$ cat src/rtl/delay_mem_scheduler.sv
// Shares one single-port delay SRAM between NUM_TAPS ring-buffer taps: one read + one write per enabled tap per frame.
// Optional: define DELAY_MEM_CLEAR_EN to zero the whole SRAM after reset before frames are accepted.
module delay_mem_scheduler #(
    parameter int unsigned NUM_TAPS    = 2,
    parameter int unsigned ADDR_W      = 16,
    parameter int unsigned DATA_W      = 16,
    parameter int unsigned RAM_LATENCY = 1
) (
    input  logic                         CLOCK_50,
    input  logic                         reset,
    input  logic                         ADCLRCK,
    input  logic [NUM_TAPS*ADDR_W-1:0]   delay_time,
    input  logic [NUM_TAPS*DATA_W-1:0]   wr_data,
    input  logic [NUM_TAPS-1:0]          disabled,
    output logic [ADDR_W-1:0]            ram_addr,
    output logic [DATA_W-1:0]            ram_d,
    output logic                         ram_we,
    input  logic [DATA_W-1:0]            ram_q,
    output logic [NUM_TAPS*DATA_W-1:0]   rd_data,
    output logic                         rd_valid,
    output logic                         busy,
    output logic                         overrun
);
    localparam int unsigned TW = (NUM_TAPS > 1) ? $clog2(NUM_TAPS) : 1;
    localparam int unsigned OW = ADDR_W - $clog2(NUM_TAPS);
    localparam logic [1:0]  WAIT_LAST = 2'(RAM_LATENCY - 1);

    typedef enum logic [2:0] {IDLE, RD, WAIT, WR, DONE, CLEAR} state_t;

`ifdef DELAY_MEM_CLEAR_EN
    localparam state_t RESET_STATE = CLEAR;
    logic [ADDR_W-1:0] clr_cnt;
`else
    localparam state_t RESET_STATE = IDLE;
`endif

    state_t              state, state_nxt;
    logic [2:0]          adc_sync;
    logic                frame;
    logic [TW-1:0]       cur, nxt_tap;
    logic                nxt_found;
    logic [1:0]          wcnt;
    logic [OW-1:0]       wptr     [NUM_TAPS];
    logic [OW-1:0]       lat_d    [NUM_TAPS];
    logic [OW-1:0]       d_now    [NUM_TAPS];
    logic [DATA_W-1:0]   lat_data [NUM_TAPS];
    logic [DATA_W-1:0]   shadow   [NUM_TAPS];
    logic [NUM_TAPS-1:0] lat_dis, cand_mask;
    int unsigned         search_from;
    logic [OW-1:0]       d_sel, rd_off;
    logic [ADDR_W-1:0]   rd_addr, wr_addr;

    function automatic logic [OW-1:0] clamp_delay(input logic [ADDR_W-1:0] d);
        if ((d >> OW) != '0)
            return '1;
        else if (d == '0)
            return OW'(1);
        else
            return d[OW-1:0];
    endfunction

    function automatic logic [ADDR_W-1:0] tap_addr(input logic [TW-1:0] t, input logic [OW-1:0] off);
        return (ADDR_W'(t) << OW) | ADDR_W'(off);
    endfunction

    // Two sync flops, third flop for the rising-edge detect.
    always_ff @(posedge CLOCK_50 or posedge reset) begin
        if (reset)
            adc_sync <= '0;
        else
            adc_sync <= {adc_sync[1:0], ADCLRCK};
    end
    assign frame = adc_sync[1] & ~adc_sync[2];
    assign busy  = (state != IDLE);

    always_comb begin
        for (int unsigned i = 0; i < NUM_TAPS; i++)
            d_now[i] = clamp_delay(delay_time[i*ADDR_W +: ADDR_W]);
    end

    // Outputs are registered one cycle ahead, so the next tap and its read address are
    // looked up while leaving IDLE or WR; in IDLE the live inputs are used since nothing is latched yet.
    always_comb begin
        cand_mask   = (state == IDLE) ? ~disabled : ~lat_dis;
        search_from = (state == IDLE) ? 32'd0 : 32'(cur) + 32'd1;
        nxt_found   = 1'b0;
        nxt_tap     = '0;
        for (int unsigned i = 0; i < NUM_TAPS; i++) begin
            if (!nxt_found && cand_mask[i] && i >= search_from) begin
                nxt_found = 1'b1;
                nxt_tap   = TW'(i);
            end
        end
        d_sel   = (state == IDLE) ? d_now[nxt_tap] : lat_d[nxt_tap];
        rd_off  = wptr[nxt_tap] - d_sel;
        rd_addr = tap_addr(nxt_tap, rd_off);
        wr_addr = tap_addr(cur, wptr[cur]);
    end

    always_comb begin
        state_nxt = state;
        case (state)
            IDLE:  if (frame) state_nxt = nxt_found ? RD : DONE;
            RD:    state_nxt = WAIT;
            WAIT:  if (wcnt == WAIT_LAST) state_nxt = WR;
            WR:    state_nxt = nxt_found ? RD : DONE;
            DONE:  state_nxt = IDLE;
`ifdef DELAY_MEM_CLEAR_EN
            CLEAR: if (clr_cnt == '1) state_nxt = IDLE;
`endif
            default: state_nxt = IDLE;
        endcase
    end

    always_ff @(posedge CLOCK_50 or posedge reset) begin
        if (reset)
            state <= RESET_STATE;
        else
            state <= state_nxt;
    end

    always_ff @(posedge CLOCK_50 or posedge reset) begin
        if (reset) begin
            cur      <= '0;
            wcnt     <= '0;
            lat_dis  <= '0;
            for (int unsigned i = 0; i < NUM_TAPS; i++) begin
                wptr[i]     <= '0;
                lat_d[i]    <= '0;
                lat_data[i] <= '0;
                shadow[i]   <= '0;
            end
            ram_addr <= '0;
            ram_d    <= '0;
            ram_we   <= 1'b0;
            rd_data  <= '0;
            rd_valid <= 1'b0;
            overrun  <= 1'b0;
`ifdef DELAY_MEM_CLEAR_EN
            clr_cnt  <= '0;
`endif
        end else begin
            ram_we   <= 1'b0;
            rd_valid <= 1'b0;
            if (frame && state != IDLE)
                overrun <= 1'b1;
            case (state)
                IDLE: if (frame) begin
                    lat_dis <= disabled;
                    for (int unsigned i = 0; i < NUM_TAPS; i++) begin
                        lat_d[i]    <= d_now[i];
                        lat_data[i] <= wr_data[i*DATA_W +: DATA_W];
                    end
                    if (nxt_found) begin
                        cur      <= nxt_tap;
                        ram_addr <= rd_addr;
                    end else begin
                        rd_data  <= '0;
                        rd_valid <= 1'b1;
                    end
                end
                RD: wcnt <= '0;
                WAIT: begin
                    wcnt <= wcnt + 2'd1;
                    if (wcnt == WAIT_LAST) begin
                        shadow[cur] <= ram_q;
                        ram_addr    <= wr_addr;
                        ram_d       <= lat_data[cur];
                        ram_we      <= 1'b1;
                    end
                end
                WR: begin
                    wptr[cur] <= wptr[cur] + OW'(1);
                    if (nxt_found) begin
                        cur      <= nxt_tap;
                        ram_addr <= rd_addr;
                    end else begin
                        for (int unsigned i = 0; i < NUM_TAPS; i++)
                            rd_data[i*DATA_W +: DATA_W] <= lat_dis[i] ? '0 : shadow[i];
                        rd_valid <= 1'b1;
                    end
                end
`ifdef DELAY_MEM_CLEAR_EN
                CLEAR: begin
                    ram_addr <= clr_cnt;
                    ram_d    <= '0;
                    ram_we   <= 1'b1;
                    clr_cnt  <= clr_cnt + ADDR_W'(1);
                end
`endif
                default: ;
            endcase
        end
    end
endmodule

$ cat config.mk
export PLATFORM = sky130hd
export DESIGN_NAME = delay_mem_scheduler
export DESIGN_NICKNAME = d
export VERILOG_FILES = /design/src/rtl/delay_mem_scheduler.sv
export SDC_FILE = /design/constraint.sdc
export NUM_CORES = 1
export LEC_CHECK = 0
export ABC_AREA = 0
export CAP_MARGIN = 0
export CORE_MARGIN = 3
export CORE_UTILIZATION = 40
export CTS_CLUSTER_DIAMETER = 80
export DETAILED_ROUTE_END_ITERATION = 8
export SLEW_MARGIN = 20
export SYNTH_ARGS = -nofsm -noshare
export SYNTH_HDL_FRONTEND = slang
export SYNTH_SLANG_ARGS = --single-unit
$ cat constraint.sdc
create_clock -name CLOCK_50 -period 11.1 [get_ports CLOCK_50]
set_clock_uncertainty 0.15 [all_clocks]
set_input_delay 1.11 -clock CLOCK_50 [delete_from_list [all_inputs] [get_ports CLOCK_50]]
set_output_delay 1.11 -clock CLOCK_50 [all_outputs]
set_load 0.005 [all_outputs]
==> flow_summary.ini, run 1 <==
[synthesis]
synth-edff-count = 0
synth_top_area_share_pct = 52.3
syn_area_per_cell_sq_um = 10.1
synth_seq_cells = 202
async_flop_share_pct = 100
synth.most_common_cell = dfrtp_1
ys.warnings.count = 0
synthFlopType = dfrtp_1
synth_top_cell_by_area = dfrtp_1
synthCells = 954
synth_cell_types = 48
yosysSeqAreaShare_pct = 52.3
synth_commonest_cells = 202 x dfrtp_1, 119 x nand2_1, 114 x nor2_1, 87 x a21oi_1, 84 x mux2_2
syn_nets = 1056
netlist_area_sq_mm = 0.00966
synth.area.top_cells = dfrtp_1 52%, mux2_2 9.8%, nand2_1 4.6%

[floorplan]
die_w_um = 161
coreArea_sq_mm = 0.0236
rows = 56
die-area_sq_mm = 0.0261
ios = 153
start_util_pct = 40.9
die_y_um = 161

[grt]
grt_max_degree = 133
overflow = 0
grt_pass1_wl_um = 39500
grt_pass1_vias = 7214
grt.total_usage_pct = 18.6
antenna_found_initial = 0

[final_layout]
final_nets = 1189
nFillCells = 2176
seq_area_sq_mm = 0.00506
multiInputGateArea_sq_mm = 0.00436
layout-drive-gt1-share_pct = 12.6
antenna_cells = 0
syn2layout_area_growth_pct = 25.7

[place]
io_buffers = 152
dp_slack_ns = 5.97
gp_congestion = 0.847
hpwl_um = 16700

[cts]
clk_latency_ns = 0.53
post_cts_buffers = 0
cts_root_buffer = clkbuf_16
cts.sinks = 202
clk_pin_slew_worst_paths_ns = 0.06
holdBufCountCts = 0
cts_inserted_buffers = 23
cts-htree-levels = 1
cts_tree = yes
cts_resized = 0
cts_buffer_depth = 3

[worst_setup_path]
end_kind = register
cp_max_fo = 15
reg2reg_from = state[0]
cp-start-kind = input pin
crit_required_ns = 11.40
criticalPathCategory = input pin to register
r2r_slack_ns = 6.92
crit_start = delay_time[15]
crit_arrival_ns = 4.93

[route]
vias = 7275
postRouteWirelength_um = 24400
ant_nets = 0
wl_per_cell_um = 17.2
dr.pass1.iters = 5
drtIter0Drc = 499
vias_per_cell = 5.13
route.detailed.drc = 0

[sta]
hold_viol_final = 0
tightestPinTransition_ns = 0.930
max_freq_mhz = 216
worst_slack_ns = 6.47
period_minus_slack_ns = 4.63
slew_headroom_pct = 38.0
period_share_pct = 41.7
setup_violations = 0
rsz0062_at_grt = false
slew_viol_final = 0
fin_setup_tns_ns = 0

[pwr]
total_leakage_power_nw = 5.19
ir_drop_mv = 0.134
powerDensity_mw_per_mm2 = 257

[worst_hold_path]
min_from = adc_sync[0]
hp-class = register to register

[status]
status = complete, no violations

[run]
maxCapViolations = 0
[per-stage QoR]
stage | area [sq um] | total power, mW | cells | hold slack, ns | util [%]
floorplan | 9660 | 1.98 | 954 | 0.181 | -
global placement | 11500 | 2.43 | 1381 | 0.190 | 48.6
detailed placement | 11500 | 2.45 | 1381 | 0.197 | 48.6
CTS | 12100 | 3.17 | 1417 | 0.207 | 51.4
global route | 12100 | 3.37 | 1417 | 0.218 | 51.4
finish | 12100 | 3.13 | 1417 | 0.205 | 51.4
[kinds of logic (layout without fill, tap and decap cells)]
logic type | after synthesis | after routing | synth area share, %
flops | 202 | 202 | 52.3
simple gates | 329 | 329 | 15.0
buf+inv | 66 | 210 | 2.84
mux | 114 | 114 | 13.0
compound gates | 185 | 185 | 10.8
xor+xnor | 41 | 41 | 3.72
fa+ha+maj | 17 | 17 | 2.28
[cells in the final DEF, fill, tap and decap left out, types with 4 or more instances in the layout]
master / synthesis / final
clkbuf_16: 0 / 23
nor3_1: 23 / 23
ha_1: 16 / 16
and2_1: 4 / 4
nor2b_1: 15 / 15
nand2_1: 119 / 119
dfrtp_1: 202 / 201
mux2i_1: 29 / 29
a21oi_1: 87 / 87
xor2_1: 15 / 15
nor4_1: 8 / 8
a21o_1: 6 / 6
inv_1: 9 / 8
mux2_2: 84 / 84
clkbuf_1: 36 / 7
xnor2_1: 26 / 26
nand3_1: 23 / 23
buf_4: 1 / 13
nand4_1: 5 / 5
a221o_1: 4 / 4
nor2_1: 114 / 114
nand3b_1: 4 / 4
o21ai_0: 65 / 65
clkdlybuf4s50_1: 0 / 152
[power breakdown]
group	switching [mW]	internal, mW	total (mW)
clock network	0.295	0.400	0.695
logic	0.663	0.605	1.27
registers	0.156	1.01	1.16
total	1.11	2.01	3.13
[metal layers]
layer | vias to the layer above | global-route usage (%) | wire [um]
met3 | 35 | 4.98 | 1820
met4 | 0 | 3.44 | 408
met2 | 178 | 29.3 | 11000
met5 | - | 0 | 0
met1 | 3495 | 26.1 | 11200
li1 | 3567 | - | -
[area by class of cell]
| class | instances | area share (%) |
|---|---|---|
| timing repair buffer | 165 | 13.3 |
| tap | 319 | 3.29 |
| clock buffer | 33 | 5.29 |
| multi-input combinational | 686 | 35.9 |
| clock inverter | 3 | 0.247 |
| sequential | 202 | 41.6 |
| inverter | 9 | 0.340 |
[flip-flops by register name (all words and copies together), names as in the netlist, 3 cells and up]
register  cells
lat_data     32
rd_data      32
shadow       32
lat_d        30
wptr         30
ram_addr     16
ram_d        16
adc_sync      3
state         3
[worst max-delay path, stage by stage]
cell and delay [ns]:
clkdlybuf4s50_1 0.79, nor2_1 0.15, and3_1 0.19, a311oi_1 0.37, mux2i_1 0.14, nor2_1 0.10
a21oi_1 0.05, ha_1 0.23, fa_1 0.40, nor2b_1 0.17, o31a_1 0.20, nor3_1 0.12
o41ai_1 0.49, xnor2_1 0.17, a21oi_1 0.08, a21oi_1 0.16
[path summary, 6_finish.rpt]
path,end,cells after the start
worst max-delay path,ram_addr[14],16
worst min-delay path,adc_sync[1],0
worst max register to register,ram_addr[10],14
worst min register to register,adc_sync[1],0
max in group asynchronous,state[2],3
min in group asynchronous,lat_data[11],2
Power figures use the tool's default switching activity.
==> run 2: changes to the inputs <==
- clock period: 11.1 -> 4.2 ns (I/O delays scaled with it)
==> flow_summary.ini, run 2 (synthesis results as in run 1) <==
[status]
status = complete, no violations

[worst_setup_path]
ff2ff_path_depth = 12
end_kind = register
crit_required_ns = 4.46
cp-start-kind = register
criticalPathCategory = register to register
cp_max_fo = 33
crit_arrival_ns = 4.18

[pwr]
p_total_mw = 8.60
total_leakage_power_nw = 5.34
powerDensity_mw_per_mm2 = 691
ir_drop_mv = 0.380

[route]
drtIter0Drc = 466
wl_per_cell_um = 17.1
dr.pass1.iters = 4
vias_per_cell = 5.12
route.detailed.drc = 0
postRouteWirelength_um = 24600
vias = 7370
ant_nets = 0

[sta]
period_minus_slack_ns = 3.92
slew_headroom_pct = 47.8
fin_setup_tns_ns = 0
slew_viol_final = 0
hold_viol_final = 0
max_freq_mhz = 255
period_share_pct = 93.3
rsz0062_at_grt = false
tightestPinTransition_ns = 0.784
setup_violations = 0

[place]
hpwl_um = 17100
gp_congestion = 0.880
dpl-instance-area_sq_mm = 0.0116
io_buffers = 152

[cts]
cts.sinks = 202
post_cts_buffers = 0
cts-htree-levels = 1
cts_resized = 0
cts_root_buffer = clkbuf_16
cts_buffer_depth = 3
clk_pin_slew_worst_paths_ns = 0.06
clk_latency_ns = 0.53
cts_tree = yes
cts_inserted_buffers = 24
holdBufCountCts = 0

[worst_hold_path]
hp-class = input pin to async pin

[grt]
overflow = 0
grt_pass1_vias = 7456
gr-usage-met2_pct = 29.7
grt_pass1_wl_um = 40400
gr-max-usage-layer = met2
gr-usage-met1_pct = 26.5
grt_max_degree = 67
antenna_found_initial = 0
grt.total_usage_pct = 19.0
grt_util_met3_pct = 4.90

[final_layout]
syn2layout_area_growth_pct = 28.8
largest_registers = lat_data: 32 flops, rd_data: 32 flops, shadow: 32 flops
layout_common_cells = 201 x dfrtp_1, 152 x clkdlybuf4s50_1, 119 x nand2_1
layout_commonest_cell = dfrtp_1
nFillCells = 2141
final_nets = 1206
design_area_sq_mm = 0.0124
layout-drive-gt1-share_pct = 14.5
antenna_cells = 0

[floorplan]
die-area_sq_mm = 0.0261
ios = 153
die_w_um = 161
coreArea_sq_mm = 0.0236
die_y_um = 161
rows = 56
start_util_pct = 40.9

[run]
maxCapViolations = 0
## run 2: where the power goes
group          leakage [nW]  total [mW]  internal, mW  switching [mW]
registers              2.46        3.06          2.66           0.394
clock network         0.391        2.07          1.25           0.822
logic                  2.49        3.46          1.68            1.79
## run 2: path summary, 6_finish.rpt
check                       startpoint            to  slack, ns
setup / recovery              state[2]  ram_addr[13]       0.28
min in group CLOCK_50          ADCLRCK   adc_sync[0]       0.19
setup reg to reg              state[2]  ram_addr[13]       0.28
hold / removal                   reset   rd_data[29]       0.13
max in group asynchronous        reset  ram_addr[11]       2.82
hold reg to reg            adc_sync[0]   adc_sync[1]       0.20
## run 2: routing by layer
metal / part of all wire, % / wire length, um / vias to the layer above
met2: 45 / 11100 / 190
met5: 0 / 0 / -
met4: 2.7 / 654 / 0
li1: - / - / 3598
met3: 7.2 / 1780 / 39
met1: 45 / 11100 / 3543
## run 2: final cells by class
cell class,count,area (sq um),area share (%)
timing repair buffer,181,1790,14.4
clock inverter,8,119,0.955
inverter,9,37.5,0.302
tap,319,399,3.21
clock buffer,34,678,5.45
sequential,202,5060,40.6
multi-input combinational,686,4360,35.1
## run 2: critical path: stages (launching register included)
cell	delay (ns)
dfrtp_1	0.43
or3_1	0.47
mux2i_4	0.21
buf_12	0.21
buf_4	0.25
mux2_2	0.36
ha_1	0.33
nor2b_1	0.14
a311o_1	0.39
a21oi_1	0.22
o21ai_0	0.14
xor2_1	0.16
a221o_1	0.31
## run 2: metrics by stage
stage | cells | hold slack [ns] | worst slack, ns | utilization, %
2_1_floorplan | 954 | 0.181 | 0.444 | -
3_3_place_gp | 1396 | 0.188 | 0.160 | 49.2
3_5_place_dp | 1396 | 0.190 | 0.0285 | 49.2
4_1_cts | 1438 | 0.178 | 0.253 | 52.6
5_1_grt | 1439 | 0.171 | 0.128 | 52.7
6_report | 1439 | 0.130 | 0.281 | 52.7
